**src/rtl/capture_sched.sv**
```systemverilog
// Capture scheduler: issues start_buff pulses (single / periodic / continuous) and waits for the
// capture's tlast packets to drain before re-arming. Optional macro CAPTURE_SCHED_TIMEOUT_EN adds a drain-stall timeout.
module capture_sched #(
  parameter int PERIOD_W     = 32,
  parameter int PKTS_PER_CAP = 16,
  parameter int TIMEOUT_CYC  = 1_000_000
) (
  input  logic                clk,
  input  logic                reset,
  input  logic                aligned,
  input  logic                trig_tick,
  input  logic [1:0]          mode,
  input  logic [PERIOD_W-1:0] period,
  input  logic                tvalid,
  input  logic                tready,
  input  logic                tlast,
  output logic                start_buff,
  output logic                busy,
  output logic [15:0]         cap_count,
  output logic                timeout_err
);

  localparam int PKT_W = $clog2(PKTS_PER_CAP + 1);

  typedef enum logic [1:0] {S_IDLE, S_ARMED, S_START, S_DRAIN} state_t;

  state_t              state_q, state_d;
  logic [PERIOD_W-1:0] timer_q, timer_d;
  logic [PERIOD_W-1:0] period_eff, period_m1;
  logic [PKT_W-1:0]    pkt_q, pkt_d;
  logic [15:0]         cap_q, cap_d;
  logic                start_q, busy_q;
  logic                err_q, err_d;
  logic                enabled, fire, beat, last_beat, timeout_hit;

  assign enabled    = (mode != 2'b00) && aligned;
  assign beat       = tvalid & tready & tlast;
  assign last_beat  = beat && (pkt_q == PKT_W'(PKTS_PER_CAP - 1));
  assign period_eff = (period < PERIOD_W'(4)) ? PERIOD_W'(4) : period;
  assign period_m1  = period_eff - PERIOD_W'(1);

  always_comb begin
    fire = 1'b0;
    case (mode)
      2'b01:   fire = trig_tick;
      2'b10:   fire = (timer_q >= period_m1);
      2'b11:   fire = 1'b1;
      default: fire = 1'b0;
    endcase
  end

`ifdef CAPTURE_SCHED_TIMEOUT_EN
  localparam int STALL_W = $clog2(TIMEOUT_CYC + 1);

  logic [STALL_W-1:0] stall_q, stall_d;

  // Stall counter only runs while draining; any tlast beat restarts the window.
  always_comb begin
    stall_d     = stall_q;
    timeout_hit = 1'b0;
    if (state_q == S_START) begin
      stall_d = '0;
    end else if (state_q == S_DRAIN) begin
      if (beat) begin
        stall_d = '0;
      end else begin
        timeout_hit = (stall_q == STALL_W'(TIMEOUT_CYC - 1));
        stall_d     = stall_q + STALL_W'(1);
      end
    end
  end

  always_ff @(posedge clk) begin
    if (reset) stall_q <= '0;
    else       stall_q <= stall_d;
  end
`else
  assign timeout_hit = 1'b0;
`endif

  always_comb begin
    state_d = state_q;
    pkt_d   = pkt_q;
    cap_d   = cap_q;
    err_d   = err_q;
    timer_d = (&timer_q) ? timer_q : timer_q + PERIOD_W'(1);
    case (state_q)
      S_IDLE: begin
        if (enabled) state_d = S_ARMED;
      end
      S_ARMED: begin
        if (!enabled)  state_d = S_IDLE;
        else if (fire) state_d = S_START;
      end
      S_START: begin
        pkt_d   = '0;
        state_d = S_DRAIN;
      end
      S_DRAIN: begin
        if (beat) pkt_d = pkt_q + PKT_W'(1);
        if (last_beat) begin
          cap_d   = cap_q + 16'd1;
          state_d = S_ARMED;
        end else if (timeout_hit) begin
          err_d   = 1'b1;
          state_d = S_ARMED;
        end
      end
      default: state_d = S_IDLE;
    endcase
    // Timer reads 0 in the START cycle itself, so clear on entry.
    if (state_d == S_START) timer_d = '0;
    if (mode == 2'b00)      err_d   = 1'b0;
  end

  always_ff @(posedge clk) begin
    if (reset) begin
      state_q <= S_IDLE;
      timer_q <= '0;
      pkt_q   <= '0;
      cap_q   <= '0;
      err_q   <= 1'b0;
      start_q <= 1'b0;
      busy_q  <= 1'b0;
    end else begin
      state_q <= state_d;
      timer_q <= timer_d;
      pkt_q   <= pkt_d;
      cap_q   <= cap_d;
      err_q   <= err_d;
      start_q <= (state_d == S_START);
      busy_q  <= (state_d == S_START) || (state_d == S_DRAIN);
    end
  end

  assign start_buff  = start_q;
  assign busy        = busy_q;
  assign cap_count   = cap_q;
  assign timeout_err = err_q;

endmodule
```
**config.mk**
```make
export PLATFORM = sky130hd
export DESIGN_NAME = capture_sched
export DESIGN_NICKNAME = d
export VERILOG_FILES = /design/src/rtl/capture_sched.sv
export SDC_FILE = /design/constraint.sdc
export NUM_CORES = 1
export LEC_CHECK = 0
export ABC_AREA = 1
export BUFFER_PORTS_ARGS = -buffer_cell sky130_fd_sc_hd__buf_2
export CAP_MARGIN = 5
export CORE_ASPECT_RATIO = 1.25
export CORE_MARGIN = 2
export CORE_UTILIZATION = 49
export DETAILED_ROUTE_END_ITERATION = 10
export PLACE_DENSITY = 0.69
export SLEW_MARGIN = 10
export SYNTH_ARGS = -nofsm -noshare
export SYNTH_HDL_FRONTEND = slang
export SYNTH_SLANG_ARGS = --single-unit
```
**constraint.sdc**
```tcl
create_clock -name clk -period 10.7 [get_ports clk]
set_input_delay 1.605 -clock clk [delete_from_list [all_inputs] [get_ports clk]]
set_output_delay 1.605 -clock clk [all_outputs]
set_load 0.005 [all_outputs]
```
==> metrics.txt, run 1 <==
clock root buffer clkbuf_16; initial antenna violation count 0; die area 0.01068 mm²; setup_tns 0 ps; Cells after Synth 752; Inserted Clock Buffers 5; I/O Buffers a little under 60; Sink Count between 50 and 60; VDD IR-drop max about 0.096 mV; largest net degree at the start of global routing 33; Final Skew ~5.8 ps; DP Worst Slack approximately 5100 ps; library cells used by synthesis 44; Skew-Pair Late Insertion Delay approximately 300 ps; Synthesis Warnings 0; crit end category flop; CTS H-Tree Depth 2; vias between 4000 and 5000; fin cells about 930; Total GRT Usage 0.2482; die width 92.86 µm; top cells by count, synth 168 x nand2_1, 131 x nor2_1, 105 x inv_1, 56 x dfxtp_1, 45 x xor2_1; Final GP Congestion a little under 1; worst path required time approximately 11000 ps; Most used DFF post-synth dfxtp_1; Synth Area per Inst ~6.4 µm²; DRC Markers 0; max_cap viols 0; Diodes inserted 0; Worst Setup EP timer_q[2]$_SDFFE_PP0N_; Worst setup SP type input pin; fraction of registers with async set/reset 0; most frequent cell after synthesis nand2_1; # rows 40; Die Y about 120 µm; Mapped Nets 830; Crit-path slowest cell nand2_2; Hold Buf Count CTS 0; RSZ-0062 raised after global routing false; post-DR vias/cell slightly above 5; Max Root-Sink Buffers 2; reg2reg start timer_q[0]$_SDFFE_PP0N_; placed insts roughly 930; reg2reg end timer_q[2]$_SDFFE_PP0N_; Nets a little under 900; post-layout util 0.5603; Max Freq 0.1873 GHz; Post-CTS Setup Repair Bufs 0; Hold Crit Class reg2reg; Congestion Overflow GR 0; CTS tree built; post-route ant nets 0; status complete, no violations; Tightest Pin Transition just over 700 ps; top-area cell type share of the netlist area 0.2318; EDFF count, synth 0; vias in the first global route ~4700; crit-path max FO 32; critical path class in2reg; Power Density approximately 86 mW/mm²; layout cells sized above 1 0.1448; Fill cells 985; synthesized area slightly below 0.005 mm²; leakage power between 0.002 and 0.003 µW; Final setup viols 0; Final Critical Period roughly 5300 ps; share of the yosys chip area belonging to registers 0.2318; cell mode on critical path nand2_1; first-pass GRT wire length approximately 21000 µm; Area growth syn-to-layout 11.33%; #FFs+latches synth 56; final wirelength around 13000 µm; post-synth top area cell dfxtp_1; Worst R2R Setup Slack between 8000 and 9000 ps; Hold Vio Cnt, Final 0; Resized cells post-CTS 0; max-slew violations 0; DRT Pass-1 Iters 4; dpl hpwl approximately 11000 µm; IO Pins 60; clock transition at the registers of the reported paths around 70 ps; core region area 0.009609 mm²; Max-slew headroom 0.5253; post-route setup slack around 5400 ps; max incr delay on CP 390 ps; arrival time at the worst endpoint approximately 5600 ps; depth of the worst register-to-register path 13; starting density of the core 0.5033; Final period util 0.4990; cells taking the most area after synthesis dfxtp_1 23%, nand2_1 13%, nor2_1 10%, ha_1 9.6%, inv_1 8.2%; Critical Path Source period[12]; First DRT Iteration DRCs around 310; Routed wire per std cell about 14 µm
==> power breakdown <==
group          switching (µW)  leakage (µW)  internal (µW)
logic                    35.9       0.00199           19.7
registers                2.53      0.000452            210
clock network            77.0     0.0000871            117
==> per-layer routing <==
layer	track usage	wire, µm
met5	0	0
met4	0.1029	472
met3	0.02031	382
met2	0.4826	6707
met1	0.2741	5308
==> placed cells by master, fill, tap and decap left out, drive strengths merged <==
| master | n |
|---|---|
| a2111oi | 1 |
| a211oi | 2 |
| a21o | 1 |
| a21oi | 21 |
| a31oi | 1 |
| and2 | 1 |
| and3 | 1 |
| buf | 58 |
| bufinv | 1 |
| clkbuf | 6 |
| clkinv | 2 |
| conb | 1 |
| dfxtp | 56 |
| ha | 37 |
| inv | 110 |
| nand2 | 177 |
| nand3 | 39 |
| nand3b | 2 |
| nand4 | 18 |
| nor2 | 157 |
| nor3 | 32 |
| nor3b | 2 |
| nor4 | 6 |
| o21a | 1 |
| o21ai | 14 |
| o21bai | 1 |
| o311ai | 1 |
| or2 | 1 |
| xnor2 | 13 |
| xor2 | 45 |
==> how the worst min path moves through the flow <==
stage	slack, ps	cells past startpoint	end	from
2_1_floorplan	440	2	pkt_q[4]$_SDFFE_PP0P_	pkt_q[4]$_SDFFE_PP0P_
3_3_place_gp	450	2	pkt_q[4]$_SDFFE_PP0P_	pkt_q[4]$_SDFFE_PP0P_
3_5_place_dp	460	2	pkt_q[4]$_SDFFE_PP0P_	pkt_q[4]$_SDFFE_PP0P_
4_1_cts	470	2	pkt_q[4]$_SDFFE_PP0P_	pkt_q[4]$_SDFFE_PP0P_
5_1_grt	490	2	pkt_q[4]$_SDFFE_PP0P_	pkt_q[4]$_SDFFE_PP0P_
6_report	460	2	pkt_q[4]$_SDFFE_PP0P_	pkt_q[4]$_SDFFE_PP0P_
==> registers in the layout, summed over array words and instances (netlist names) <==
signal	count
state_q	2
cap_count	16
timer_q	32
start_buff	1
pkt_q	5
==> critical path, delay by kind of cell <==
kind          cells  cell delay [ps]
fa+ha+maj         2              450
buf+inv           4              300
simple gates     22             2920
xor+xnor          1              270
==> cells by family after synthesis <==
kind of cell               count (synthesis)  share of synthesized area
DFF                                       56                     0.2318
AOI/OAI and AO/OA                         43                    0.04890
buffers and inverters                    121                     0.1022
xor gates and xnor gates                  58                     0.1050
adders and majority gates                 37                    0.09573
and+or+nand+nor                          436                     0.4155
other                                      1                  0.0007755
==> area by class of cell <==
type,count,area [µm²],share of cell area
clock buffers,6,138.9,0.02580
well taps,126,157.7,0.02928
clock inverters,2,38.79,0.007204
multi-input cells,575,3221,0.5982
repair buffers,58,290.3,0.05392
flip-flops and latches,56,1121,0.2082
inverters,111,416.7,0.07739
==> per-stage QoR <==
stage / hold slack [ps] / power [µW] / instance area (µm²)
after CTS: 470.3 / 465.3 / 5384
final: 464.5 / 462.3 / 5384
after detailed placement: 459.6 / 272.2 / 5206
after global routing: 485.1 / 480.6 / 5384
after floorplan: 439.1 / 252.0 / 4836
after global placement: 450.3 / 270.7 / 5206
Note: power is estimated with default switching activity, not from simulation.
==> run 2: changes to the inputs <==
ABC_AREA = 0   (was 1)
PLACE_DENSITY = 0.7   (was 0.69)
clock period = 5.55 ns   (was 10.7 ns; I/O delays follow)
==> run 2 against run 1 <==
Effect of this change:
- worst hold slack better by 33 ps
- global-route usage decreased by 3.4 points
- register-to-register slack worse by 5600 ps
- highest routed layer unchanged
==> metrics.txt, run 2 <==
top cells by count, synth 80 x nor2_1, 56 x dfxtp_1, 47 x nand2_1, 37 x ha_1, 37 x xor2_1; arrival time at the worst endpoint 5190 ps (-370 ps); Die Y 104.4 µm (-9.2%); Crit-path slowest cell or4_4; Post-CTS Setup Repair Bufs 0 (unchanged); #FFs+latches synth 56 (unchanged); Sink Count 56 (unchanged); clock transition at the registers of the reported paths 110 ps (+40 ps); # rows 36 (-10%); core region area 0.007838 mm² (-18%); Routed wire per std cell 14.38 µm (+4.3%); post-route ant nets 0 (unchanged); EDFF count, synth 0 (unchanged); IO Pins 60 (unchanged); share of the yosys chip area belonging to registers 0.2835 (+0.05172); leakage power 0.001742 µW (-31%); Skew-Pair Late Insertion Delay 320 ps (+20 ps); crit end category flop; VDD IR-drop max 0.1319 mV (+37%); Max-slew headroom 0.4727 (-0.05259); Hold Buf Count CTS 0 (unchanged); starting density of the core 0.5045 (+0.001215); top-area cell type share of the netlist area 0.2835 (+0.05172); I/O Buffers 58 (unchanged); dpl hpwl 7515 µm (-29%); DRT Pass-1 Iters 4 (unchanged); die area 0.008808 mm² (-18%); worst path cell trace buf_2, or4_4, nor4b_2, nand3_1, o21ai_0, ha_1, nand2_1, nor4_4, buf_4, xnor2_1, ha_1, and4_1, nand4_1, or4_1, nand3b_1, a311o_1, buf_4, nor3_1; register area 0.001121 mm² (unchanged); Final GP Congestion 1.003 (+2.6%); post-route setup slack 545.2 ps (-4816 ps); post-synth top area cell dfxtp_1; Biggest register timer_q; Inserted Clock Buffers 5 (unchanged); Power Density 165.0 mW/mm² (+92%); Total GRT Usage 0.2141 (-0.03406); Final Critical Period about 5000 ps; status complete, no violations; Max Freq 0.1998 GHz; max incr delay on CP 550 ps (+160 ps); critical path class in2reg; post-DR vias/cell 5.673 (+10%); Most used DFF post-synth dfxtp_1; layout cells sized above 1 0.1527 (+0.007925); setup_tns 0 ps (unchanged); initial antenna violation count 0 (unchanged); RSZ-0062 raised after global routing false; Fill cells 743 (-25%); Synthesis Warnings 0 (unchanged); max-slew violations 0 (unchanged); library cells used by synthesis 55 (+25%); Mapped Nets 568 (-32%); Synth Area per Inst 8.069 µm² (+25%); commonest non-fill, non-tap cell in the layout nor2_1; final wirelength 9272 µm (-28%); crit-path max FO 23 (-28%); Nets 627 (-29%); Final setup viols 0 (unchanged); CTS H-Tree Depth 2 (unchanged); Cells after Synth 490 (-35%); max_cap viols 0 (unchanged); Diodes inserted 0 (unchanged); Worst setup SP type input pin; First DRT Iteration DRCs 134 (-57%); largest net degree at the start of global routing 26 (-21%); Area growth syn-to-layout 12.44%; synthesized area 0.003954 mm² (-18%); multi-input logic area 0.002763 mm² (-14%); most frequent cells in the layout 80 x nor2_1, 58 x buf_2, 56 x dfxtp_1; Final Skew 12.94 ps (+7.186 ps); DRC Markers 0 (unchanged); fraction of registers with async set/reset 0 (unchanged); die width 84.35 µm (-9.2%); Congestion Overflow GR 0 (unchanged); CTS tree built; vias in the first global route 3440 (-26%); Hold Crit Class reg2reg; post-layout util 0.5672 (+0.006923); cells taking the most area after synthesis dfxtp_1 28%, ha_1 12%, xor2_1 8.2%, nor2_1 7.6%, xnor2_1 6.0%; clock root buffer clkbuf_8; most frequent cell after synthesis nor2_1; first-pass GRT wire length 15880 µm (-25%); Max Root-Sink Buffers 2 (unchanged); Tightest Pin Transition 784.2 ps (+74.70 ps); Hold Vio Cnt, Final 0 (unchanged); DP Worst Slack 223.3 ps (-4848 ps); Largest register FFs 32 (unchanged); vias 3659 (-24%); Final period util 0.9018; worst path required time 5740 ps (-5180 ps); Resized cells post-CTS 0 (unchanged)
[run 2: changes by cell type in the layout (fill, tap and decap cells not counted), moves of 11 or more]
cell | previous run | this run
nand2_1 | 168 | 47
nor3_1 | 29 | 17
inv_1 | 105 | 5
xnor2_1 | 13 | 27
nor2_2 | 22 | 1
and3_1 | 1 | 12
nor2_1 | 131 | 80
[run 2: layer usage]
metal,global-route usage,vias up,part of all wire
met5,0,-,0
li1,-,1869,-
met4,0.08390,0,0.035
met3,0.02937,29,0.039
met2,0.3804,105,0.50
met1,0.2578,1656,0.43
[run 2: power breakdown]
part           leakage [µW]  total [µW]  internal, µW  switching, µW
combinational       0.00124        87.4          36.8           50.6
clock             0.0000463         238          93.0            144
sequential         0.000452         409           405           4.05
total               0.00174         734           534            199
[run 2: worst max-delay path: cells and delay by family]
| family | cells | cell delay (ps) |
|---|---|---|
| simple gates | 10 | 2580 |
| buf+inv | 3 | 610 |
| fa+ha+maj | 2 | 550 |
| compound gates | 2 | 520 |
| xor+xnor | 1 | 80 |
[run 2: worst paths after layout]
| kind | start | end | slack (ps) | depth (start not counted) |
|---|---|---|---|---|
| worst max-delay path | period[22] | timer_q[17]$_SDFFE_PP0N_ | 550 | 18 |
| worst min-delay path | cap_count[15]$_SDFFE_PP0P_ | cap_count[15]$_SDFFE_PP0P_ | 500 | 2 |
| worst max register to register | timer_q[0]$_SDFFE_PP0N_ | timer_q[2]$_SDFFE_PP0N_ | 2790 | 9 |
| worst min register to register | cap_count[15]$_SDFFE_PP0P_ | cap_count[15]$_SDFFE_PP0P_ | 500 | 2 |
[run 2: cells by family (layout without fill, tap and decap cells)]
kind of cell               Yosys count  after routing  synth area share
DFF                                 56             56            0.2835
muxes                                1              1          0.002532
adders and majority gates           37             37            0.1171
buffers and inverters               16             76           0.01772
and+or+nand+nor                    254            254            0.3434
AOI/OAI and AO/OA                   61             61           0.09304
xor gates and xnor gates            64             64            0.1418
other                                1              1         0.0009485
[run 2: area by class of cell]
| cell class | instances | share of cell area |
|---|---|---|
| Inverter | 5 | 0.004222 |
| Timing Repair Buffer | 63 | 0.07374 |
| Sequential cell | 56 | 0.2522 |
| Clock buffer | 5 | 0.01548 |
| Tap cell | 95 | 0.02674 |
| Multi-Input combinational cell | 418 | 0.6214 |
| Clock inverter | 3 | 0.006192 |
[run 2: stage by stage]
stage	cell area (µm²)	std cells	hold WS [ps]	power [µW]
3_3_place_gp	4349	637	461.7	502.7
3_5_place_dp	4349	637	482.5	505.3
6_report	4446	645	497.6	733.5
5_1_grt	4446	645	541.7	766.4
2_1_floorplan	3954	490	454.4	466.1
4_1_cts	4446	645	503.7	740.5
